--- src/rtl/ysyx_210544_cmt_queue.sv ---
// Retire queue between writeback and the difftest commit unit; freezes after a trap record.
// Optional same-edge bypass for an empty queue is enabled by defining CMT_QUEUE_BYPASS_EN.
module ysyx_210544_cmt_queue #(
    parameter int          DEPTH     = 4,
    parameter logic [63:0] MMIO_BASE = 64'h8000_0000
) (
    input  logic                       clk,
    input  logic                       rst,
    input  logic                       i_wb_valid,
    output logic                       o_wb_ready,
    input  logic [63:0]                i_wb_pc,
    input  logic [31:0]                i_wb_inst,
    input  logic [4:0]                 i_wb_rd,
    input  logic                       i_wb_rd_wen,
    input  logic [63:0]                i_wb_rd_wdata,
    input  logic                       i_wb_memacc,
    input  logic [63:0]                i_wb_memaddr,
    input  logic [31:0]                i_wb_intrNo,
    output logic [4:0]                 o_rd,
    output logic                       o_rd_wen,
    output logic [63:0]                o_rd_wdata,
    output logic [63:0]                o_pc,
    output logic [31:0]                o_inst,
    output logic [31:0]                o_intrNo,
    output logic                       o_cmtvalid,
    output logic                       o_skipcmt,
    output logic [$clog2(DEPTH):0]     o_count,
    output logic                       o_halted
);
    localparam int AW = $clog2(DEPTH);
    localparam int CW = AW + 1;
    localparam logic [CW-1:0] FULL = CW'(DEPTH);

    typedef struct packed {
        logic [63:0] pc;
        logic [31:0] inst;
        logic [4:0]  rd;
        logic        rd_wen;
        logic [63:0] rd_wdata;
        logic [31:0] intr_no;
        logic        skip;
    } rec_t;

    rec_t            mem [DEPTH];
    logic [AW-1:0]   head;
    logic [AW-1:0]   tail;
    logic [CW-1:0]   count;
    logic            halted;
    rec_t            out_q;
    logic            cmtvalid;

    rec_t            in_rec;
    rec_t            out_next;
    logic            push;
    logic            pop;
    logic            bypass;
    logic            store;
    logic            out_load;
    logic            mmio_skip;
    logic            mcycle_skip;

    // MMIO accesses and mcycle CSR reads cannot be replayed by the reference model.
    assign mmio_skip   = i_wb_memacc & (i_wb_memaddr < MMIO_BASE);
    assign mcycle_skip = (i_wb_inst[6:0] == 7'h73) & (i_wb_inst[14:12] != 3'd0)
                       & (i_wb_inst[31:20] == 12'hB00);

    assign in_rec = '{
        pc:       i_wb_pc,
        inst:     i_wb_inst,
        rd:       i_wb_rd,
        rd_wen:   i_wb_rd_wen,
        rd_wdata: i_wb_rd_wdata,
        intr_no:  i_wb_intrNo,
        skip:     mmio_skip | mcycle_skip
    };

    assign o_wb_ready = (count != FULL) & !halted;
    assign push       = i_wb_valid & o_wb_ready;
    assign pop        = (count != '0) & !halted;

`ifdef CMT_QUEUE_BYPASS_EN
    assign bypass = push & (count == '0);
`else
    assign bypass = 1'b0;
`endif

    assign store    = push & !bypass;
    assign out_load = pop | bypass;
    assign out_next = bypass ? in_rec : mem[head];

    always_ff @(posedge clk) begin
        if (store) begin
            mem[tail] <= in_rec;
        end
    end

    always_ff @(posedge clk or negedge rst) begin
        if (!rst) begin
            head  <= '0;
            tail  <= '0;
            count <= '0;
        end else begin
            if (store) tail <= tail + AW'(1);
            if (pop)   head <= head + AW'(1);
            case ({store, pop})
                2'b10:   count <= count + CW'(1);
                2'b01:   count <= count - CW'(1);
                default: count <= count;
            endcase
        end
    end

    always_ff @(posedge clk or negedge rst) begin
        if (!rst) begin
            out_q    <= '0;
            cmtvalid <= 1'b0;
            halted   <= 1'b0;
        end else if (out_load) begin
            out_q    <= out_next;
            cmtvalid <= 1'b1;
            if (out_next.inst[6:0] == 7'h6b) halted <= 1'b1;
        end else begin
            cmtvalid <= 1'b0;
        end
    end

    assign o_rd       = out_q.rd;
    assign o_rd_wen   = out_q.rd_wen;
    assign o_rd_wdata = out_q.rd_wdata;
    assign o_pc       = out_q.pc;
    assign o_inst     = out_q.inst;
    assign o_intrNo   = out_q.intr_no;
    assign o_skipcmt  = out_q.skip;
    assign o_cmtvalid = cmtvalid;
    assign o_count    = count;
    assign o_halted   = halted;
endmodule
--- config.mk ---
export PLATFORM = sky130hd
export DESIGN_NAME = ysyx_210544_cmt_queue
export DESIGN_NICKNAME = d
export VERILOG_FILES = /design/src/rtl/ysyx_210544_cmt_queue.sv
export SDC_FILE = /design/constraint.sdc
export NUM_CORES = 1
export LEC_CHECK = 0
export CORE_ASPECT_RATIO = 2
export CORE_UTILIZATION = 40
export CTS_CLUSTER_DIAMETER = 100
export CTS_CLUSTER_SIZE = 16
export DETAILED_ROUTE_END_ITERATION = 8
export SKIP_CTS_REPAIR_TIMING = 1
export SLEW_MARGIN = 40
export SYNTH_ARGS = -nofsm -noshare
export SYNTH_HDL_FRONTEND = slang
export SYNTH_SLANG_ARGS = --single-unit
--- constraint.sdc ---
create_clock -name clk -period 7.7 [get_ports clk]
set_clock_uncertainty 0.15 [all_clocks]
set_input_delay 0.77 -clock clk [delete_from_list [all_inputs] [get_ports clk]]
set_output_delay 0.77 -clock clk [all_outputs]
set_load 0.01 [all_outputs]
==> results.yml <==
yosys:
  synth_seq_cells: 1004
  yosysTopAreaCellShare: 0.651
  syn_avg_cell_area_um2: 24.1
  synth-warning-count: 0
  synth_ff_type: "edfxtp_1"
  muxShareOfSynthArea: 0.184
  yosys.area.top_type: "edfxtp_1"
  synth_compound_area_frac: 0.000886
  seq_area_frac_synth: 0.793
  yosys.area_share.xor_xnor: 0.00143
  synth-edff-count: 796
  synth_cell_types: 34
  async_reset_ff_frac: 0.207
  synth_simple_gate_area_frac: 0.00532
  yosys.cell_count.top_type: "edfxtp_1"
  synth_area_leaders: "edfxtp_1, dfrtp_1, mux4_2, mux2_2, buf_6"
  synthesis.instances: 1521
  synth_top_family_by_area: "multiplexers"
  yosys-top-cells-count: "edfxtp_1, dfrtp_1, mux2_2"
  yosys.area_share.adder: 0.00225
  synthesis.nets: 1793
  synth_area_um2: 36700
timing:
  finalHoldViolations: 0
  period_share: 0.435
  holdWs_ns: 0.356
  fin_crit_ns: 3.35
  worst_pin_slew_ns: 0.822
  drv_slew: 0
  slew_headroom: 0.452
  rsz0062_at_grt: "false"
  setup_tns_ns: 0
  finalSetupViolations: 0
  clock.fmax_mhz: 298
clock_tree:
  insertion_delay_ns: 0.66
  cts.sinks: 1004
  cts_tree: "done"
  cts_htree_levels: 3
  clockRootBuffer: "clkbuf_16"
  clk_pin_slew_worst_paths_ns: 0.07
  numCtsBuffers: 72
  clk_path_buf_depth: 3
worst_setup_path:
  cp-end-kind: "output port"
  crit_start: "o_count[0]"
  crit_family: "buffers and inverters"
  criticalPathCategory: "register to output port"
  required_ns: 6.78
  critPathMaxStageDelay_ns: 0.77
  critPathLaunchType: "register"
  reg2regPathDepth: 6
  r2r_end: "mem[1][153]"
  crit_fanout: 6
  path_cells: "inv_1, a31oi_1, clkdlybuf4s50_1"
  regToRegStartpoint: "o_count[0]"
  r2r_setup_slack_ns: 4.50
  slowest_stage: "clkdlybuf4s50_1"
  cp.arrival_ns: 2.43
  crit_buf_inv: 2
global_route:
  grt_usage: 0.175
  grt_pass1_vias: 19200
  overflow: 0
  antenna_found_initial: 8
  grt_first_pass_wirelength_mm: 121
  grt_max_degree: 115
floorplanning:
  die_h_um: 430
  core_area_um2: 90600
  fp-row-count: 156
  fp.dieW_um: 216
  die_area_um2: 93100
  ioPinCount: 471
  start_util: 0.405
detailed_routing:
  wl_per_cell_um: 24.4
  drt_iter0_drc: 885
  ant_nets: 0
  drcViolationCount: 0
  drt-total-wl_mm: 79.0
  vias_per_cell: 5.17
  vias: 16800
  drt_pass1_iterations: 5
placed_design:
  gp_congestion: 0.717
  io_buffers: 439
  hpwlAfterDp_mm: 46.9
run_status:
  status: "finished clean"
cells_and_area:
  layout-drive-gt1-share: 0.250
  final_core_util: 0.495
  fillers: 7411
  area_delta_synth_final_pct: 22.1
  regArea_um2: 29100
  layout.nets: 2269
  multi_input_area_um2: 7120
job:
  maxCapViolations: 0
power_and_ir_drop:
  leakage_uw: 0.0149
  total_power_uw: 17400
  ir_drop_mv: 0.370
  p_per_area_nw_per_um2: 388
hold_path:
  hp-start: "o_intrNo[26]"
  whs_path_depth: 1
  hold_path_end: "o_intrNo[26]"
  hp-class: "register to register"
## power by group
part	internal [µW]	switching, µW	total, µW
clock	1860	1780	3640
combinational	3220	2650	5870
sequential	7330	538	7870
## layout make-up
class / count / share of cell area
diodes: 1 / 0.0000559
clock buffers: 124 / 0.0460
clock inverters: 4 / 0.00126
inverters: 7 / 0.000754
multi-input cells: 444 / 0.159
flip-flops and latches: 1004 / 0.650
well taps: 1185 / 0.0331
repair buffers: 468 / 0.110
## placed cells by master, fill, tap and decap left out, drive strengths merged, types with 5 or more instances in the layout
cell type	instances
clkdlybuf4s50	438
mux2	199
nor4	7
inv	10
edfxtp	796
dfrtp	208
buf	29
ha	5
clkbuf	124
mux4	199
## flip-flops by register name, indices dropped and copies added, names as in the netlist
| name | cells |
|---|---|
| o_pc | 64 |
| head | 2 |
| o_skipcmt | 1 |
| mem | 796 |
| o_intrNo | 32 |
| o_rd | 5 |
| o_rd_wdata | 64 |
| o_inst | 32 |
| o_count | 3 |
| tail | 2 |
| o_rd_wen | 1 |
| o_halted | 1 |
| o_cmtvalid | 1 |
## worst max-delay path by stage
stage | depth (start not counted) | endpoint
after floorplan | 3 | mem[1][0]
after global placement | 3 | mem[2][93]
after detailed placement | 5 | mem[1][150]
after CTS | 3 | o_wb_ready
after global routing | 3 | o_wb_ready
final | 3 | o_wb_ready
## routing by layer
metal,GRT usage,vias to the layer above,share of wire,routed length [µm]
li1,-,7216,-,-
met1,0.210,8948,0.40,31200
met2,0.305,469,0.51,40600
met3,0.0521,103,0.071,5590
met4,0.0491,14,0.019,1500
met5,0,-,0.0012,93
## worst reg2reg max path, delay by kind of cell (launching register included)
family / cells / cell delay, ns
AO/OA/AOI/OAI: 1 / 0.51
buffers and inverters: 4 / 1.13
AND/OR/NAND/NOR: 1 / 0.54
flip-flops: 1 / 0.42
## metrics by stage
| stage | cells | setup slack [ns] | instance area [µm²] |
|---|---|---|---|
| final | 3237 | 4.35 | 44800 |
| after global routing | 3237 | 4.14 | 44800 |
| after CTS | 3234 | 4.26 | 44800 |
| after floorplan | 1521 | 1.35 | 36700 |
| after detailed placement | 3106 | 4.16 | 42600 |
| after global placement | 3095 | 3.87 | 42300 |
## kinds of logic after synthesis
family	after synthesis
AO/OA/AOI/OAI	4
buffers and inverters	73
flip-flops	1004
multiplexers	399
adder cells (fa/ha/maj)	6
AND/OR/NAND/NOR	29
XOR/XNOR	6
Note: power is estimated with default switching activity, not from simulation.
